[config.mk]
export PLATFORM = sky130hd
export DESIGN_NAME = mul16_accel_flat
export DESIGN_NICKNAME = d
export VERILOG_FILES = /design/src/rtl/mul16_accel_if.sv /design/src/rtl/mul16_accel.sv /design/src/flat_wrapper.sv
export SDC_FILE = /design/constraint.sdc
export NUM_CORES = 1
export LEC_CHECK = 0
export ABC_AREA = 1
export BUFFER_PORTS_ARGS = -buffer_cell sky130_fd_sc_hd__buf_2
export CAP_MARGIN = 40
export CORE_UTILIZATION = 34
export CTS_BUF_LIST = sky130_fd_sc_hd__clkbuf_4
export CTS_CLUSTER_DIAMETER = 50
export DETAILED_ROUTE_END_ITERATION = 7
export SLEW_MARGIN = 0
export SYNTH_ARGS = -nofsm -noshare
export SYNTH_HDL_FRONTEND = slang
export SYNTH_SLANG_ARGS = --single-unit
[constraint.sdc]
create_clock -name clk -period 3.2 [get_ports clk]
set_input_delay 0.48 -clock clk [delete_from_list [all_inputs] [get_ports clk]]
set_output_delay 0.48 -clock clk [all_outputs]
set_load 0.02 [all_outputs]
[src/rtl/mul16_accel_if.sv]
// Start/done handshake and byte-wide data memory port of the 16x16 signed multiply responder.
// The master drives start and the read data; the slave (accelerator) drives everything else.
interface mul16_accel_if #(
  parameter int unsigned AW = 8
);
  logic          start;
  logic          done;
  logic          busy;
  logic [AW-1:0] mem_addr;
  logic [7:0]    mem_rd_data;
  logic          mem_wr_en;
  logic [7:0]    mem_wr_data;

  modport master (
    output start,
    output mem_rd_data,
    input  done,
    input  busy,
    input  mem_addr,
    input  mem_wr_en,
    input  mem_wr_data
  );

  modport slave (
    input  start,
    input  mem_rd_data,
    output done,
    output busy,
    output mem_addr,
    output mem_wr_en,
    output mem_wr_data
  );
endinterface

[src/rtl/mul16_accel.sv]
// Reads NUM_PAIRS big-endian signed 16-bit operand pairs from data memory, multiplies each
// with a 16-cycle shift-add loop and writes the 32-bit products back big-endian.
module mul16_accel #(
  parameter int unsigned NUM_PAIRS = 16,
  parameter int unsigned SRC_BASE  = 0,
  parameter int unsigned DST_BASE  = 64,
  parameter int unsigned AW        = 8
) (
  input  logic              clk,
  input  logic              rst_n,
  mul16_accel_if.slave      bus
);

  localparam int unsigned JW         = (NUM_PAIRS > 1) ? $clog2(NUM_PAIRS) : 1;
  localparam int unsigned CW         = 4;
  localparam int unsigned MUL_CYCLES = 16;
  localparam logic [JW-1:0] LAST_PAIR = JW'(NUM_PAIRS - 1);
  localparam logic [CW-1:0] LAST_STEP = CW'(MUL_CYCLES - 1);

  typedef enum logic [3:0] {
    IDLE, RD0, RD1, RD2, RD3, MUL, WR0, WR1, WR2, WR3, NEXT, DONE
  } state_e;

  state_e          state_q,   state_d;
  logic            start_q,   start_d;
  logic [JW-1:0]   j_q,       j_d;
  logic [15:0]     a_q,       a_d;
  logic [7:0]      b_hi_q,    b_hi_d;
  logic [31:0]     mcand_q,   mcand_d;
  logic [15:0]     mplier_q,  mplier_d;
  logic [31:0]     acc_q,     acc_d;
  logic [CW-1:0]   cnt_q,     cnt_d;
  logic            done_q,    done_d;
  logic            busy_q,    busy_d;
  logic            wr_en_q,   wr_en_d;
  logic [AW-1:0]   addr_q,    addr_d;
  logic [7:0]      wr_data_q, wr_data_d;

  logic [31:0]     addend_c;
  logic [31:0]     acc_nx_c;

  // Byte address of the first byte of pair j inside an area starting at base.
  function automatic logic [AW-1:0] pair_addr(input int unsigned base, input logic [JW-1:0] j);
    return AW'(base + (32'(j) << 2));
  endfunction

  always_comb begin
    state_d   = state_q;
    start_d   = bus.start;
    j_d       = j_q;
    a_d       = a_q;
    b_hi_d    = b_hi_q;
    mcand_d   = mcand_q;
    mplier_d  = mplier_q;
    acc_d     = acc_q;
    cnt_d     = cnt_q;
    done_d    = done_q;
    busy_d    = busy_q;
    wr_en_d   = wr_en_q;
    addr_d    = addr_q;
    wr_data_d = wr_data_q;

    // Multiplier bit 15 carries weight -2^15, so the final partial product is subtracted.
    addend_c = mplier_q[0] ? mcand_q : 32'd0;
    acc_nx_c = (cnt_q == LAST_STEP) ? (acc_q - addend_c) : (acc_q + addend_c);

    unique case (state_q)
      IDLE: begin
        if (start_q && !bus.start) begin
          state_d = RD0;
          busy_d  = 1'b1;
          j_d     = '0;
          addr_d  = pair_addr(SRC_BASE, '0);
        end
      end
      RD0: begin
        a_d[15:8] = bus.mem_rd_data;
        addr_d    = addr_q + AW'(1);
        state_d   = RD1;
      end
      RD1: begin
        a_d[7:0] = bus.mem_rd_data;
        addr_d   = addr_q + AW'(1);
        state_d  = RD2;
      end
      RD2: begin
        b_hi_d  = bus.mem_rd_data;
        addr_d  = addr_q + AW'(1);
        state_d = RD3;
      end
      RD3: begin
        mcand_d  = {{16{a_q[15]}}, a_q};
        mplier_d = {b_hi_q, bus.mem_rd_data};
        acc_d    = '0;
        cnt_d    = '0;
        state_d  = MUL;
      end
      MUL: begin
        acc_d    = acc_nx_c;
        mcand_d  = mcand_q << 1;
        mplier_d = mplier_q >> 1;
        cnt_d    = cnt_q + CW'(1);
        if (cnt_q == LAST_STEP) begin
          state_d   = WR0;
          wr_en_d   = 1'b1;
          addr_d    = pair_addr(DST_BASE, j_q);
          wr_data_d = acc_nx_c[31:24];
        end
      end
      WR0: begin
        addr_d    = addr_q + AW'(1);
        wr_data_d = acc_q[23:16];
        state_d   = WR1;
      end
      WR1: begin
        addr_d    = addr_q + AW'(1);
        wr_data_d = acc_q[15:8];
        state_d   = WR2;
      end
      WR2: begin
        addr_d    = addr_q + AW'(1);
        wr_data_d = acc_q[7:0];
        state_d   = WR3;
      end
      WR3: begin
        wr_en_d = 1'b0;
        state_d = NEXT;
      end
      NEXT: begin
        if (j_q == LAST_PAIR) begin
          state_d = DONE;
          busy_d  = 1'b0;
          addr_d  = '0;
        end else begin
          j_d     = j_q + JW'(1);
          addr_d  = pair_addr(SRC_BASE, j_q + JW'(1));
          state_d = RD0;
        end
      end
      DONE: begin
        // done must be seen high for a cycle before start may retire it.
        done_d = 1'b1;
        if (bus.start && done_q) begin
          done_d  = 1'b0;
          state_d = IDLE;
        end
      end
      default: state_d = IDLE;
    endcase
  end

  always_ff @(posedge clk or negedge rst_n) begin
    if (!rst_n) begin
      state_q   <= IDLE;
      start_q   <= 1'b0;
      j_q       <= '0;
      a_q       <= '0;
      b_hi_q    <= '0;
      mcand_q   <= '0;
      mplier_q  <= '0;
      acc_q     <= '0;
      cnt_q     <= '0;
      done_q    <= 1'b0;
      busy_q    <= 1'b0;
      wr_en_q   <= 1'b0;
      addr_q    <= '0;
      wr_data_q <= '0;
    end else begin
      state_q   <= state_d;
      start_q   <= start_d;
      j_q       <= j_d;
      a_q       <= a_d;
      b_hi_q    <= b_hi_d;
      mcand_q   <= mcand_d;
      mplier_q  <= mplier_d;
      acc_q     <= acc_d;
      cnt_q     <= cnt_d;
      done_q    <= done_d;
      busy_q    <= busy_d;
      wr_en_q   <= wr_en_d;
      addr_q    <= addr_d;
      wr_data_q <= wr_data_d;
    end
  end

  assign bus.done        = done_q;
  assign bus.busy        = busy_q;
  assign bus.mem_wr_en   = wr_en_q;
  assign bus.mem_addr    = addr_q;
  assign bus.mem_wr_data = wr_data_q;

endmodule
[src/flat_wrapper.sv]
// flat-port wrapper written by rule: the top's interface ports become plain ports
module mul16_accel_flat 
#(
  parameter int unsigned NUM_PAIRS = 16,
  parameter int unsigned SRC_BASE  = 0,
  parameter int unsigned DST_BASE  = 64,
  parameter int unsigned AW        = 8
)
  (clk, rst_n, bus_start, bus_mem_rd_data, bus_done, bus_busy, bus_mem_addr, bus_mem_wr_en, bus_mem_wr_data);
  mul16_accel_if #(.AW(AW)) bus_i ();
  input  logic clk;
  input  logic rst_n;
  input wire logic [$bits(bus_i.start)-1:0] bus_start;
  input wire logic [$bits(bus_i.mem_rd_data)-1:0] bus_mem_rd_data;
  output wire logic [$bits(bus_i.done)-1:0] bus_done;
  output wire logic [$bits(bus_i.busy)-1:0] bus_busy;
  output wire logic [$bits(bus_i.mem_addr)-1:0] bus_mem_addr;
  output wire logic [$bits(bus_i.mem_wr_en)-1:0] bus_mem_wr_en;
  output wire logic [$bits(bus_i.mem_wr_data)-1:0] bus_mem_wr_data;
  assign bus_i.start = bus_start;
  assign bus_i.mem_rd_data = bus_mem_rd_data;
  assign bus_done = bus_i.done;
  assign bus_busy = bus_i.busy;
  assign bus_mem_addr = bus_i.mem_addr;
  assign bus_mem_wr_en = bus_i.mem_wr_en;
  assign bus_mem_wr_data = bus_i.mem_wr_data;
  mul16_accel #(.NUM_PAIRS(NUM_PAIRS), .SRC_BASE(SRC_BASE), .DST_BASE(DST_BASE), .AW(AW)) u_core (.clk(clk), .rst_n(rst_n), .bus(bus_i));
endmodule
# Yosys cells after proc, flatten, opt, wreduce, memory -nomap -nowiden

Index checks and enable logic that the tools add are counted.

Bits in registers: 136
Logic and storage cells: 81
Input port bits: 11
Output and inout port bits: 19

Reduce and logical (&&, ||, !) cells: 16
$add $sub $neg: 6
Muxes and demuxes: 26
Equal/unequal tests: 18

Operators by type and width:

| kind                                           | number |
|---|---|
| case mux 32 bit (2 select lines)               | 2 |
| 2-to-1 mux 32 bit                              | 2 |
| case mux 8 bit (4 select lines)                | 2 |
| case mux 4 bit (12 select lines)               | 1 |
| adder 32 bit                                   | 1 |
| case mux 16 bit (2 select lines)               | 1 |
| subtractor 32 bit                              | 1 |
| == test 4 bit (second input constant)          | 6 |
| 2-to-1 mux 4 bit                               | 6 |
| 2-to-1 mux 8 bit                               | 3 |
| == test 4 x 3 -> 1 bit (second input constant) | 4 |
| case mux 4 bit (2 select lines)                | 2 |
| AND reduction 3 bit                            | 4 |
| adder 4 x 1 -> 4 bit (second input constant)   | 2 |
| adder 7 x 6 -> 8 bit (first input constant)    | 1 |
| adder 8 x 1 -> 8 bit (second input constant)   | 1 |
| == test 4 x 2 -> 1 bit (second input constant) | 2 |
| != test 2 x 1 -> 1 bit (second input constant) | 4 |
| nonzero test 4 bit                             | 2 |
| 2-to-1 mux 6 bit                               | 1 |
| nonzero test 2 bit                             | 3 |
| OR reduction 6 bit                             | 1 |
| == test 4 x 1 -> 1 bit (second input constant) | 1 |
| zero test 4 bit                                | 1 |
| 6 further kinds                                | 12 |

# Longest topological paths before layout

Gate-level depths: netlist of run 1.

Word-level depth: 5
Gate-level depth with buffers: 29
Gate-level depth less buffers: 27

# Worst setup path before layout of run 1

No wires, ideal clock.

Path kind: register -> register
Start point: register u_core.mplier_q[0]
End point: register u_core.wr_data_q[1], in the netlist u_core.bus.mem_wr_data[1]
Arrival: 2.901 ns
Setup slack: 0.182 ns
Buffers on the path: 2
Period minus slack after synthesis: 3.018 ns
Stages on the path, launching flop included: 28
Cells stage by stage: dfrtp_1 -> buf_6 -> buf_6 -> nand2_2 -> ha_1 -> nand2_1 -> nor2_1 -> nand2_1 -> nor2_2 -> nand2_2 -> nor2_4 -> nor2_2 -> a21oi_2 -> xor2_1 -> inv_1 -> ha_1 -> nand2_1 -> inv_1 -> nand2_1 -> inv_1 -> nand2_1 -> nand2_1 -> a21oi_1 -> nand2_1 -> nand2_1 -> nand3_1 -> nand2_1 -> nand2_1

Cells in the longest elaborated chain, start to end: 5
Elaborated cells on any way between the ends: 6

Ends and longest elaborated chain:

| what                                              | line               | source |
|---|---|---|
| start: declaration                                | mul16_accel.sv:30  | `logic [15:0] mplier_q, mplier_d;` |
| start signal: assignment                          | mul16_accel.sv:175 | `mplier_q <= mplier_d;` |
| 2-to-1 mux 32 bit *                               | mul16_accel.sv:64  | `addend_c = mplier_q[0] ? mcand_q : 32'd0;` |
| adder 32 bit or subtractor 32 bit (tied branches) | mul16_accel.sv:65  | `acc_nx_c = (cnt_q == LAST_STEP) ? (acc_q - addend_c) : (acc_q + addend_c);` |
| 2-to-1 mux 32 bit *                               | mul16_accel.sv:65  |  |
| 2-to-1 mux 8 bit *                                | mul16_accel.sv:103 | `if (cnt_q == LAST_STEP) begin` |
| case mux 8 bit (4 select lines) *                 | mul16_accel.sv:67  | `unique case (state_q)` |
| end signal: assignment                            | mul16_accel.sv:182 | `wr_data_q <= wr_data_d;` |
| end: declaration                                  | mul16_accel.sv:37  | `logic [7:0] wr_data_q, wr_data_d;` |

Mark *: on every way between the ends. The rest lies on a longest branch, timed or not. The select of a mux whose other input is x is not followed.
A chain may end at the register's enable or synchronous reset.

# Final worst setup path of run 1

Start point: register u_core.mplier_q[0]
End point: register u_core.acc_q[29]

Cells in the longest elaborated chain, start to end: 4
Elaborated cells on any way between the ends: 5

Ends and longest elaborated chain:

| what                                              | line               | source |
|---|---|---|
| 2-to-1 mux 32 bit *                               | mul16_accel.sv:64  |  |
| adder 32 bit or subtractor 32 bit (tied branches) | mul16_accel.sv:65  |  |
| 2-to-1 mux 32 bit *                               | mul16_accel.sv:65  |  |
| case mux 32 bit (2 select lines) *                | mul16_accel.sv:67  |  |
| end signal: assignment                            | mul16_accel.sv:161 | `acc_q <= '0;` |
| end signal: assignment                            | mul16_accel.sv:176 | `acc_q <= acc_d;` |
| end: declaration                                  | mul16_accel.sv:31  | `logic [31:0] acc_q, acc_d;` |

Mark *: on every way between the ends. The rest lies on a longest branch, timed or not.

==> results of run 1 <==
==> per-layer routing <==
metal	vias up	wire, um	track usage (%)
met5	-	0	0
met4	0	412	5.729
met3	30	776	2.574
met2	130	11740	30.14
met1	4037	11990	24.51
li1	4414	-	-
==> cell families (layout without fill, tap and decap cells) <==
| family | count (synthesis) | after routing | synth area share, % |
|---|---|---|---|
| AOI/OAI and AO/OA | 294 | 294 | 17.30 |
| xor gates and xnor gates | 35 | 35 | 3.353 |
| adders and majority gates | 36 | 36 | 5.010 |
| buffers and inverters | 223 | 322 | 9.828 |
| DFF | 136 | 136 | 37.23 |
| other | 0 | 1 | 0 |
| and+or+nand+nor | 600 | 600 | 27.28 |
==> final timing paths <==
check,from,slack [ns],to,cells after the start
hold reg to reg,u_core.bus.mem_wr_data[1],0.49,u_core.bus.mem_wr_data[1],2
setup / recovery,u_core.mplier_q[0],-0.02,u_core.acc_q[29],23
hold / removal,bus_mem_rd_data[4],0.18,u_core.b_hi_q[4],3
min in group asynchronous,rst_n,0.39,u_core.acc_q[26],2
max in group asynchronous,rst_n,1.95,u_core.acc_q[3],3
setup reg to reg,u_core.mplier_q[0],-0.02,u_core.acc_q[29],23
==> cell type report <==
class                      count  area, um2  share of cell area (%)
inverter                     186      705.7                   6.305
timing repair buffer         104      797.0                   7.121
tap                          335      419.2                   3.745
antenna                        1      2.502                 0.02236
clock inverter                15      197.7                   1.766
sequential                   136       3405                   30.42
multi-input combinational    965       5538                   49.48
clock buffer                  17      127.6                   1.140
==> registers in the layout (all words and copies together), names as in the netlist <==
name                    flops
u_core.acc_q               32
u_core.mcand_q             32
u_core.a_q                 16
u_core.mplier_q            16
u_core.b_hi_q               8
u_core.bus.mem_addr         8
u_core.bus.mem_wr_data      8
u_core.cnt_q                4
u_core.j_q                  4
u_core.state_q              4
u_core.bus.busy             1
u_core.bus.done             1
u_core.bus.mem_wr_en        1
u_core.start_q              1
==> critical path, stage by stage, from the launching register on <==
cell and delay (ns):
dfrtp_2 0.50, nand2_4 0.09, ha_4 0.14, nand2_2 0.05, nor2_1 0.08, nand2_1 0.08, nor2_2 0.15, nand2_2 0.12
nor2_4 0.18, nand4_1 0.11, nand2_1 0.09, xor2_1 0.17, inv_1 0.11, ha_4 0.31, nand2_4 0.08, nor2_4 0.16
nand2_1 0.10, nor4_1 0.18, nand2_1 0.15, nand2_1 0.10, nand2_1 0.07, nand2_1 0.06, nand2_1 0.04, nand2_1 0.07
==> power by group <==
part	switching (mW)	internal, mW
registers	0.561	2.44
logic	5.69	3.65
clock network	0.838	0.449
==> through the flow <==
| step | total power, mW | setup TNS, ns | cells | instance area (um2) |
|---|---|---|---|---|
| after global placement | 10.65 | -0.2867 | 1711 | 10020 |
| after detailed placement | 10.76 | -0.9761 | 1711 | 10020 |
| after CTS | 12.27 | -0.05105 | 1748 | 10470 |
| final | 13.63 | -0.03946 | 1759 | 11190 |
| after floorplan | 8.458 | 0 | 1324 | 9141 |
| after global routing | 14.91 | -3.788 | 1759 | 11190 |
==> repair_timing <==
item	4_1_cts	5_1_grt
gates resized for setup	20	169
endpoints found under the setup margin	16	31
hold buffers	2	0
buffers inserted	3	10
endpoints found under the hold margin	52	0
pin swaps	5	40
==> layout by cell type (no fill, tap or decap), drive strengths merged, types with 4 or more instances in the layout <==
cell / synthesis / final
xnor2: 14 / 14
o21bai: 8 / 8
clkinv: 0 / 5
o21ai: 155 / 155
inv: 186 / 195
nand2: 412 / 412
xor2: 21 / 21
or2: 4 / 4
ha: 35 / 35
a21oi: 99 / 99
nand3: 46 / 46
nor3: 9 / 9
clkbuf: 21 / 17
o22ai: 14 / 14
nand4: 5 / 5
dfrtp: 136 / 136
nor2: 121 / 121
buf: 16 / 102
==> impl_metrics.env, run 1 <==
export IMPL_synth_top_cells_by_area="dfrtp_1 37%, nand2_1 16%, inv_1 7.3%"
export IMPL_netlist_area_um2=9141
export IMPL_worst_path_max_fanout=7
export IMPL_synth_common_cells="395 x nand2_1, 177 x inv_1, 136 x dfrtp_1, 132 x o21ai_0, 105 x nor2_1"
export IMPL_dr_total_vias=8611
export IMPL_insertion_delay_ns=0.60
export IMPL_antenna_found_initial=1
export IMPL_areaGrowthSynthToFinish_pct=22.43
export IMPL_drive_gt1_share_pct=22.70
export IMPL_p_leak_nw=5.723
export IMPL_worstSetupPathType="reg2reg"
export IMPL_startpoint_type="register"
export IMPL_yosysUniqueCellTypes=45
export IMPL_place_congestion=0.9493
export IMPL_initial_core_util_pct=34.88
export IMPL_period_needed_ns=3.223
export IMPL_grt_max_degree=58
export IMPL_syn_nets=1371
export IMPL_cts_max_level=4
export IMPL_clock_sinks=136
export IMPL_peakVddDrop_mv=0.3836
export IMPL_cts_root_buf="clkbuf_4"
export IMPL_drc=0
export IMPL_rsz0062_at_grt="yes"
export IMPL_drtPass1Iterations=5
export IMPL_dp_hpwl_um=18220
export IMPL_tightest_slew_ns=0.6455
export IMPL_min_path_type="in2reg"
export IMPL_grt_pass1_wl_um=40470
export IMPL_critPathArrivalTime_ns=3.76
export IMPL_track_usage_pct=18.21
export IMPL_yosys_area_top_type_share_pct=37.23
export IMPL_fin_skew_ns=0.02616
export IMPL_ys_seq_elements=136
export IMPL_setup_viol=2
export IMPL_syn_area_per_cell_um2=6.904
export IMPL_yosysMostFrequentCell="nand2_1"
export IMPL_grt_pass1_vias=8132
export IMPL_required_ns=3.74
export IMPL_utilization_pct=42.71
export IMPL_power_density_nw_per_um2=1218
export IMPL_num_rows=59
export IMPL_fmax_ghz=0.3103
export IMPL_period_share_pct=100.7
export IMPL_drv_cap=0
export IMPL_numCtsBuffers=17
export IMPL_clk_pin_slew_worst_paths_ns=0.17
export IMPL_grt_overflow=0
export IMPL_cts_buffer_depth=2
export IMPL_syn_inst=1324
export IMPL_viasPerCell=4.895
export IMPL_drt_initial_drc_count=496
export IMPL_fp_dieW_um=166.0
export IMPL_nets=1457
export IMPL_violations="setup timing"
export IMPL_fillers=2639
export IMPL_status="finished, violations left"
export IMPL_totalWireLength_um=24920
export IMPL_tritoncts="built"
export IMPL_antenna_left=0
export IMPL_portBuffers=29
export IMPL_die_y_um=166.0
export IMPL_hold_ws_ns=0.1777
export IMPL_fin_ws_ns=-0.02266
export IMPL_synth_edf_count=0
export IMPL_routedWlPerCell_um=14.17
export IMPL_synth_area_leader_cell="dfrtp_1"
export IMPL_async_reset_ff_share_pct=100.0
export IMPL_synth_main_ff_cell="dfrtp_1"
export IMPL_yosysSeqAreaShare_pct=37.23
export IMPL_ios=30
export IMPL_relSlewSlack_pct=56.90
export IMPL_core_area_um2=26210
export IMPL_cp_end_kind="register"
export IMPL_hold_violations=0
export IMPL_ys_warnings_count=0
export IMPL_place_ws_ns=-0.1593
export IMPL_dieArea_um2=27550
export IMPL_slew_viol_final=0
Power figures use the tool's default switching activity.
==> inputs of run 2 (changes only) <==
ABC_AREA = default   (was 1)
==> impl_metrics.env, run 2 <==
export IMPL_status="finished, violations left"
export IMPL_violations="setup timing"
export IMPL_rsz0062_at_grt="yes"
export IMPL_synth_edf_count=0
export IMPL_antenna_found_initial=1
export IMPL_portBuffers=29
export IMPL_reg2regPathDepth=19
export IMPL_largestRegisters="u_core.acc_q x32, u_core.mcand_q x32"
export IMPL_p_leak_nw=5.327
export IMPL_grt_overflow=0
export IMPL_critPathMaxStageDelay_ns=0.40
export IMPL_synth_common_cells="154 x nand2_1, 136 x dfrtp_1, 125 x o21ai_0, 76 x a21oi_1, 67 x nor2_1"
export IMPL_initial_core_util_pct=35.05
export IMPL_grt_max_degree=82
export IMPL_min_path_type="in2reg"
export IMPL_clk_pin_slew_worst_paths_ns=0.15
export IMPL_dp_hpwl_um=17800
export IMPL_viasPerCell=5.199
export IMPL_layout_commonest_cell="buf_4"
export IMPL_drive_gt1_share_pct=34.49
export IMPL_numCtsBuffers=17
export IMPL_peakVddDrop_mv=0.3645
export IMPL_crit_path_top_delay_cell="dfrtp_1"
export IMPL_critPathArrivalTime_ns=4.52
export IMPL_syn_nets=1041
export IMPL_period_share_pct=126.5
export IMPL_relSlewSlack_pct=45.57
export IMPL_async_reset_ff_share_pct=100.0
export IMPL_required_ns=3.67
export IMPL_worstHoldStart="bus_mem_rd_data[7]"
export IMPL_synth_main_ff_cell="dfrtp_1"
export IMPL_rrSetupSlack_ns=-0.85
export IMPL_num_rows=57
export IMPL_ios=30
export IMPL_track_usage_pct=19.64
export IMPL_path_cells="or3_1 -> or3_4 -> or3_4 -> buf_4 -> buf_6 -> buf_6 -> buf_6 -> nand2_2 -> xnor2_2 -> nand2_1 -> ha_4 -> a21oi_4 -> o21bai_1 -> a21oi_2 -> a21oi_1 -> or3_1 -> a31oi_1 -> xnor2_1 -> a221o_1"
export IMPL_netlist_area_um2=8598
export IMPL_cp_end_kind="register"
export IMPL_fin_skew_ns=0.02733
export IMPL_hold_depth=2
export IMPL_drc=0
export IMPL_antenna_left=0
export IMPL_totalWireLength_um=25060
export IMPL_drv_cap=0
export IMPL_yosysMostFrequentCell="nand2_1"
export IMPL_hold_ws_ns=0.1752
export IMPL_critical_path_most_common_cell="buf_6"
export IMPL_fin_setup_tns_ns=-12.66
export IMPL_yosysSeqAreaShare_pct=39.58
export IMPL_cts_max_level=4
export IMPL_drt_initial_drc_count=440
export IMPL_period_needed_ns=4.048
export IMPL_drtPass1Iterations=5
export IMPL_worstSetupPathType="reg2reg"
export IMPL_place_congestion=0.9235
export IMPL_areaGrowthSynthToFinish_pct=35.97
export IMPL_syn_inst=994
export IMPL_synth_area_leader_cell="dfrtp_1"
export IMPL_ys_seq_elements=136
export IMPL_slew_viol_final=0
export IMPL_tritoncts="built"
export IMPL_cts_root_buf="clkbuf_4"
export IMPL_worstHoldEndpoint="u_core.a_q[7]"
export IMPL_yosysUniqueCellTypes=64
export IMPL_final_cell_mix="187 x buf_4, 147 x nand2_1, 134 x dfrtp_1"
export IMPL_core_area_um2=24530
export IMPL_grt_pass1_wl_um=40340
export IMPL_tightest_slew_ns=0.8110
export IMPL_cts_buffer_depth=2
export IMPL_grt_pass1_vias=7704
export IMPL_fp_dieW_um=161.0
export IMPL_worst_path_max_fanout=3
export IMPL_startpoint_type="register"
export IMPL_ys_warnings_count=0
export IMPL_power_density_nw_per_um2=701.6
export IMPL_yosys_area_top_type_share_pct=39.58
export IMPL_setup_viol=24
export IMPL_dieArea_um2=25930
export IMPL_total_power_mw=8.202
export IMPL_synth_top_cells_by_area="dfrtp_1 40%, o21ai_0 7.3%, nand2_1 6.7%"
export IMPL_fin_ws_ns=-0.8484
export IMPL_worstReg2RegEnd="u_core.bus.mem_wr_data[5]"
export IMPL_routedWlPerCell_um=16.33
export IMPL_insertion_delay_ns=0.59
export IMPL_die_y_um=161.0
export IMPL_place_ws_ns=-0.7901
export IMPL_syn_area_per_cell_um2=8.650
export IMPL_hold_violations=0
export IMPL_r2r_start="u_core.mcand_q[18]"
export IMPL_fmax_ghz=0.2470
export IMPL_clock_sinks=136
export IMPL_dr_total_vias=7975
export IMPL_nets=1243
## run 2: cell types whose count changed in the layout (fill, tap and decap cells not counted), moves of 19 or more
cell | previous run | this run
mux2_2 | 0 | 24
nor2_1 | 82 | 63
nor2_2 | 22 | 2
nand2_2 | 53 | 4
inv_1 | 167 | 16
nand2_1 | 346 | 147
buf_4 | 64 | 187
nand3_1 | 38 | 19
mux2i_1 | 0 | 38
a21oi_1 | 79 | 50
## run 2: per-layer routing
layer  track usage (%)  share of wire, %  wire [um]
met4             6.690               2.1        529
met3             3.030               3.8        941
met2             30.47                46      11550
met5                 0                 0          0
met1             27.82                48      12040
## run 2: final cells by class
class	instances	area [um2]
antenna	1	2.502
clock inverter	15	175.2
tap	324	405.4
fill	2339	12840
multi-input combinational	786	5694
timing repair buffer	239	1821
clock buffer	17	127.6
inverter	16	60.06
sequential	136	3406
## run 2: what timing repair did
action / in CTS / in global routing
pin swaps: 51 / 21
resized for setup: 85 / 50
endpoints found under the hold margin: 79 / 0
buffers inserted: 22 / 13
hold buffers: 2 / 0
setup endpoints to repair: 30 / 30
## run 2: critical path, delay by kind of cell, from the launching register on
kind,cells,cell delay (ns)
xor gates and xnor gates,2,0.24
and+or+nand+nor,6,1.61
AOI/OAI and AO/OA,6,1.05
adders and majority gates,1,0.19
buffers and inverters,4,0.46
DFF,1,0.40
## run 2: per-stage QoR
stage | area, um2 | utilization [%] | cells
floorplan | 8879 | - | 994
global placement | 10510 | 42.82 | 1470
detailed placement | 10510 | 42.82 | 1470
CTS | 11350 | 46.25 | 1521
global route | 11690 | 47.65 | 1534
finish | 11690 | 47.65 | 1534
## run 2: cell families after synthesis
group | count (synthesis) | share of synthesized area, %
AOI/OAI and AO/OA | 302 | 21.03
buffers and inverters | 72 | 3.172
muxes | 62 | 7.567
and+or+nand+nor | 338 | 18.22
DFF | 136 | 39.58
xor gates and xnor gates | 48 | 5.108
adders and majority gates | 36 | 5.326
## run 2: report_power, final
| group | leakage, nW | total, mW | switching, mW | internal [mW] |
|---|---|---|---|---|
| clock network | 0.164 | 1.24 | 0.808 | 0.433 |
| logic | 3.51 | 4.67 | 2.27 | 2.39 |
| registers | 1.66 | 2.29 | 0.315 | 1.98 |
| total | 5.33 | 8.20 | 3.40 | 4.81 |
## run 2: worst max path at each step
| stage | start | endpoint | slack, ns | cells past startpoint |
|---|---|---|---|---|
| CTS | u_core.mcand_q[18] | u_core.acc_q[31] | -0.75 | 16 |
| finish | u_core.mcand_q[18] | u_core.bus.mem_wr_data[5] | -0.85 | 19 |
| detailed placement | u_core.mcand_q[18] | u_core.acc_q[31] | -0.79 | 16 |
| global route | u_core.mcand_q[18] | u_core.bus.mem_wr_data[5] | -1.02 | 19 |
| floorplan | u_core.mcand_q[18] | u_core.acc_q[31] | -0.66 | 16 |
| global placement | u_core.mcand_q[18] | u_core.acc_q[31] | -0.77 | 16 |
